<file path="config.mk">
export PLATFORM = sky130hd
export DESIGN_NAME = lsu_ctrl
export DESIGN_NICKNAME = d
export VERILOG_FILES = /design/src/rtl/lsu_pkg.sv /design/src/rtl/lsu_lane_align.sv /design/src/rtl/lsu_ctrl.sv
export SDC_FILE = /design/constraint.sdc
export NUM_CORES = 1
export LEC_CHECK = 0
export CORE_ASPECT_RATIO = 1.4
export CORE_UTILIZATION = 45
export DETAILED_ROUTE_END_ITERATION = 7
export PLACE_DENSITY = 0.77
export SETUP_SLACK_MARGIN = 0.2
export SKIP_LAST_GASP = 1
export SLEW_MARGIN = 30
export SYNTH_ARGS = -nofsm -noshare
export SYNTH_HDL_FRONTEND = slang
export SYNTH_SLANG_ARGS = --single-unit
export TNS_END_PERCENT = 100
</file>
<file path="constraint.sdc">
create_clock -name clk -period 2.6 [get_ports clk]
set_input_delay 0.52 -clock clk [delete_from_list [all_inputs] [get_ports clk]]
set_output_delay 0.52 -clock clk [all_outputs]
set_load 0.01 [all_outputs]
</file>
<file path="src/rtl/lsu_pkg.sv">
// Shared types and lane helpers for the load/store controller.
package lsu_pkg;

    typedef enum logic [1:0] {
        SZ_BYTE = 2'b00,
        SZ_HALF = 2'b01,
        SZ_WORD = 2'b10
    } size_e;

    typedef enum logic [1:0] {
        IDLE  = 2'b00,
        READ  = 2'b01,
        WRITE = 2'b10,
        RESP  = 2'b11
    } state_e;

    localparam logic [3:0] MASK_BYTE = 4'b0001;
    localparam logic [3:0] MASK_HALF = 4'b0011;
    localparam logic [3:0] MASK_WORD = 4'b1111;

    // Encoding 11 is an alias for a word access.
    function automatic size_e norm_size(input logic [1:0] raw);
        case (raw)
            2'b00:   norm_size = SZ_BYTE;
            2'b01:   norm_size = SZ_HALF;
            default: norm_size = SZ_WORD;
        endcase
    endfunction

    function automatic logic [3:0] lane_mask(input size_e sz, input logic [1:0] lane);
        case (sz)
            SZ_BYTE: lane_mask = MASK_BYTE << lane;
            SZ_HALF: lane_mask = MASK_HALF << {lane[1], 1'b0};
            default: lane_mask = MASK_WORD;
        endcase
    endfunction

    function automatic logic [31:0] byte_bits(input logic [3:0] m);
        byte_bits = {{8{m[3]}}, {8{m[2]}}, {8{m[1]}}, {8{m[0]}}};
    endfunction

endpackage

</file>
<file path="src/rtl/lsu_lane_align.sv">
// Combinational lane extract (load extend) and lane merge (sub-word store word).
module lsu_lane_align
    import lsu_pkg::*;
(
    input  size_e       size,
    input  logic        is_unsigned,
    input  logic [1:0]  lane,
    input  logic [31:0] rd_word,
    input  logic [31:0] wdata,
    output logic [31:0] ext_data,
    output logic [31:0] merge_data
);

    logic [7:0]  byte_s;
    logic [15:0] half_s;
    logic [31:0] wrep_s;
    logic [31:0] bmask_s;

    // Pick the addressed lane and sign/zero extend it.
    always_comb begin
        byte_s = rd_word[{lane, 3'b000} +: 8];
        half_s = lane[1] ? rd_word[31:16] : rd_word[15:0];
        case (size)
            SZ_BYTE: ext_data = {{24{~is_unsigned & byte_s[7]}}, byte_s};
            SZ_HALF: ext_data = {{16{~is_unsigned & half_s[15]}}, half_s};
            default: ext_data = rd_word;
        endcase
    end

    // Replicate store data across lanes, then keep only the target lanes.
    always_comb begin
        case (size)
            SZ_BYTE: wrep_s = {4{wdata[7:0]}};
            SZ_HALF: wrep_s = {2{wdata[15:0]}};
            default: wrep_s = wdata;
        endcase
        bmask_s    = byte_bits(lane_mask(size, lane));
        merge_data = (rd_word & ~bmask_s) | (wrep_s & bmask_s);
    end

endmodule

</file>
<file path="src/rtl/lsu_ctrl.sv">
// Load/store controller FSM: one request at a time, read-modify-write for sub-word stores.
// Optional misalignment trap enabled by defining LSU_MISALIGN_TRAP_EN.
module lsu_ctrl
    import lsu_pkg::*;
#(
    parameter int ADDR_W = 32,
    parameter int DATA_W = 32
) (
    input  logic              clk,
    input  logic              rst_n,
    input  logic              req_valid,
    output logic              req_ready,
    input  logic              req_we,
    input  logic [1:0]        req_size,
    input  logic              req_unsigned,
    input  logic [ADDR_W-1:0] req_addr,
    input  logic [DATA_W-1:0] req_wdata,
    output logic              resp_valid,
    output logic [DATA_W-1:0] resp_rdata,
    output logic              resp_err,
    output logic              mem_we,
    output logic [ADDR_W-1:0] mem_addr,
    output logic [DATA_W-1:0] mem_wr_data,
    input  logic [DATA_W-1:0] mem_rd_data
);

    localparam logic [1:0] ST_IDLE  = IDLE;
    localparam logic [1:0] ST_READ  = READ;
    localparam logic [1:0] ST_WRITE = WRITE;
    localparam logic [1:0] ST_RESP  = RESP;

    logic [1:0]        state_r;
    logic [1:0]        state_nx_s;
    logic              we_r;
    logic              uns_r;
    size_e             size_r;
    logic [ADDR_W-1:0] addr_r;
    logic [DATA_W-1:0] wdata_r;
    logic [DATA_W-1:0] rword_r;
    logic              err_r;
    logic              hs_s;
    logic              misalign_s;
    logic [31:0]       ext_s;
    logic [31:0]       merge_s;

    assign hs_s = req_valid && (state_r == ST_IDLE);

`ifdef LSU_MISALIGN_TRAP_EN
    // Half needs addr[0]=0, word needs addr[1:0]=00.
    always_comb begin
        case (norm_size(req_size))
            SZ_HALF: misalign_s = req_addr[0];
            SZ_WORD: misalign_s = (req_addr[1:0] != 2'b00);
            default: misalign_s = 1'b0;
        endcase
    end
`else
    assign misalign_s = 1'b0;
`endif

    // Next-state decode; word stores skip the read, traps go straight to RESP.
    always_comb begin
        state_nx_s = state_r;
        case (state_r)
            ST_IDLE: begin
                if (hs_s) begin
                    if (misalign_s) begin
                        state_nx_s = ST_RESP;
                    end else if (req_we && (norm_size(req_size) == SZ_WORD)) begin
                        state_nx_s = ST_WRITE;
                    end else begin
                        state_nx_s = ST_READ;
                    end
                end else begin
                    state_nx_s = ST_IDLE;
                end
            end
            ST_READ:  state_nx_s = we_r ? ST_WRITE : ST_RESP;
            ST_WRITE: state_nx_s = ST_RESP;
            ST_RESP:  state_nx_s = ST_IDLE;
            default:  state_nx_s = ST_IDLE;
        endcase
    end

    // State, request capture and read-word capture.
    always_ff @(posedge clk or negedge rst_n) begin
        if (!rst_n) begin
            state_r <= ST_IDLE;
            we_r    <= 1'b0;
            uns_r   <= 1'b0;
            size_r  <= SZ_BYTE;
            addr_r  <= {ADDR_W{1'b0}};
            wdata_r <= {DATA_W{1'b0}};
            rword_r <= {DATA_W{1'b0}};
            err_r   <= 1'b0;
        end else begin
            state_r <= state_nx_s;
            if (hs_s) begin
                we_r    <= req_we;
                uns_r   <= req_unsigned;
                size_r  <= norm_size(req_size);
                addr_r  <= req_addr;
                wdata_r <= req_wdata;
                err_r   <= misalign_s;
            end
            if (state_r == ST_READ) begin
                rword_r <= mem_rd_data;
            end
        end
    end

    lsu_lane_align u_align (
        .size        (size_r),
        .is_unsigned (uns_r),
        .lane        (addr_r[1:0]),
        .rd_word     (rword_r),
        .wdata       (wdata_r),
        .ext_data    (ext_s),
        .merge_data  (merge_s)
    );

    // Outputs decode from registered state only, so req_* never reaches mem_*.
    always_comb begin
        req_ready   = (state_r == ST_IDLE);
        mem_we      = (state_r == ST_WRITE);
        if ((state_r == ST_READ) || (state_r == ST_WRITE)) begin
            mem_addr = {addr_r[ADDR_W-1:2], 2'b00};
        end else begin
            mem_addr = {ADDR_W{1'b0}};
        end
        mem_wr_data = (state_r == ST_WRITE) ? merge_s : {DATA_W{1'b0}};
        resp_valid  = (state_r == ST_RESP);
        resp_err    = (state_r == ST_RESP) && err_r;
        if ((state_r == ST_RESP) && !we_r && !err_r) begin
            resp_rdata = ext_s;
        end else begin
            resp_rdata = {DATA_W{1'b0}};
        end
    end

endmodule

</file>
==> reports/qor.yml <==
status:
  status: "finished with violations"
  violations: "setup timing"
global_routing:
  grt_first_pass_wirelength_um: 29900
  grt_antenna_before_repair: 0
  grt_util_met2_pct: 52.2
  global_route.peak_usage_layer: "met2"
  grt_max_degree: 52
  grt_usage_pct: 31.1
  grt_use_met1_pct: 33.9
  use_met3_pct: 7.82
  gr-total-overflow: 0
  grt_pass1_vias: 5597
timing:
  hold-worst-slack_ns: 0.206
  max_freq_ghz: 0.367
  period_share_pct: 105
  tightest_slew_ns: 0.666
  final.min_clock_period_ns: 2.72
  final.setup.tns_ns: -1.26
  grt_setup_unrepaired: "yes"
  setup_violations: 21
  finalHoldViolCount: 0
  maxSlewHeadroom_pct: 55.6
  drv_slew: 0
  skew_ns: 0.00538
  setup_slack_ns: -0.124
setup_path:
  rrSetupSlack_ns: 0.91
  critPathLaunchType: "flop"
  required_ns: 2.08
  critPathArrivalTime_ns: 2.20
  critPathKind: "flop to primary output"
  worstSetupEndpointType: "primary output"
  crit_fanout: 8
place:
  port_buffers: 199
  place_area_mm2: 0.00799
  pre_cts_ws_ns: -0.111
  gp_congestion: 0.955
  hpwlAfterDp_um: 13500
logic_synthesis:
  yosys.area.top_type_share_pct: 45.3
  synth_area_mm2: 0.00563
  synth_most_common_cell: "dfrtp_1"
  netlist_instances: 503
  yosysWarnings: 0
  synth-edff-count: 0
  synth_area_leaders: "dfrtp_1, mux2_2, and2_1"
  ys_seq_area_share_pct: 45.3
  async_flop_share_pct: 100
  yosys.area.top_type: "dfrtp_1"
  yosys-top-cells-count: "dfrtp_1, mux2_2, and2_1, nand2_1, clkbuf_1"
  synth_ff_type: "dfrtp_1"
  synth_seq_cells: 102
  avgSynthCellArea_um2: 11.2
  yosys.cell_types.count: 42
cts:
  ctsHoldBuffers: 0
  cts.reportedPaths.clkPinSlew_ns: 0.07
  cts_sinks: 102
  cts_tree: "yes"
  root_buffer: "clkbuf_16"
  htree_levels: 3
  clk_path_buf_depth: 2
  clock_latency_ns: 0.34
  cts_made_buffers: 9
finish:
  drive_gt1_share_pct: 42.3
  synthToLayoutAreaGrowth_pct: 57.5
  fin_nets: 869
  fill_cells: 869
  diodes: 0
  design_area_mm2: 0.00887
  final_util_pct: 72.4
route:
  viasPerCell: 5.94
  drc: 0
  wl_per_cell_um: 22.4
  vias: 5442
  ant_nets: 0
  dr.pass1.iters: 5
  wirelength_um: 20600
  drtIter0Drc: 395
floorplan:
  dieHeight_um: 134
  start_util_pct: 46.0
  rows: 48
  die_w_um: 96.5
  ios: 203
  die-area_mm2: 0.0130
  placeableCoreArea_mm2: 0.0123
power:
  leakagePower_nw: 4.28
  peakVddDrop_mv: 0.612
  power_density_mw_per_mm2: 1340
flow_run:
  maxCapViolCount: 0
min_path:
  hold_path.class: "input port to asynchronous set/reset pin"
path summary, 6_finish.rpt:
check / start / endpoint / cells after the start
setup / recovery: addr_r[1] / resp_rdata[24] / 9
hold / removal: rst_n / rword_r[20] / 1
setup reg to reg: state_r[1] / rword_r[23] / 4
hold reg to reg: addr_r[8] / addr_r[8] / 1
max in group asynchronous: rst_n / rword_r[31] / 2
min in group clk: addr_r[8] / addr_r[8] / 1
area by class of cell:
cell class / instances / area (um2) / area share, %
tap: 150 / 188 / 2.12
sequential: 102 / 2560 / 28.9
inverter: 8 / 37.5 / 0.423
timing repair buffer: 289 / 2710 / 30.5
clock inverter: 5 / 57.6 / 0.649
multi-input combinational: 351 / 3080 / 34.7
clock buffer: 11 / 243 / 2.74
what timing repair did:
| action | 4_1_cts | 5_1_grt |
|---|---|---|
| buffers inserted | 23 | 18 |
| gates cloned | 4 | 2 |
| endpoints found under the setup margin | 94 | 64 |
| gates resized for setup | 309 | 93 |
| pin swaps | 18 | 25 |
critical path: stages (launching register included):
cell,delay (ns)
dfrtp_2,0.45
buf_6,0.13
mux2_4,0.21
nand2_4,0.05
a2111oi_4,0.36
buf_4,0.22
buf_6,0.11
buf_12,0.11
a21o_1,0.11
buf_6,0.10
layout by cell type, fill, tap and decap left out, drive strengths merged, types with 2 or more instances in the layout:
master	n
a21o	16
a21oi	10
a221oi	2
a222oi	7
a22o	8
a22oi	8
and2	33
buf	141
clkbuf	22
clkdlybuf4s50	104
clkinv	3
conb	3
dfrtp	102
dlygate4sd2	31
ha	5
inv	9
mux2	105
mux2i	17
nand2	33
nand3	9
nor2	18
nor2b	10
nor3	2
o211a	16
o21ai	21
o22a	7
o22ai	7
o31ai	7
per-layer routing:
layer  wire (um)  up-vias
li1            -     2335
met1        6970     2628
met2       10500      364
met3        1670      115
met4        1440        0
met5           0        -
flip-flops by register name, summed over array words and instances, names as in the netlist:
signal / cells
uns_r: 1
size_r: 2
state_r: 2
rword_r: 32
wdata_r: 32
addr_r: 32
we_r: 1
per-stage QoR:
stage | power (W) | instances
floorplan | 0.00645 | 505
global placement | 0.00888 | 853
detailed placement | 0.00905 | 853
CTS | 0.0109 | 896
global route | 0.0124 | 916
finish | 0.0119 | 916
report_power, final:
group,total (W),switching (W),internal [W]
clock network,0.00137,0.000592,0.000775
logic,0.00723,0.00336,0.00386
registers,0.00328,0.000865,0.00241
total,0.0119,0.00482,0.00705
logic make-up after synthesis:
family / synth area share (%)
buffers and inverters: 4.16
AOI/OAI and AO/OA: 15.2
adders and majority gates: 1.11
and+or+nand+nor: 10.1
muxes: 24.1
other: 0.0666
DFF: 45.3
Note: power is estimated with default switching activity, not from simulation.
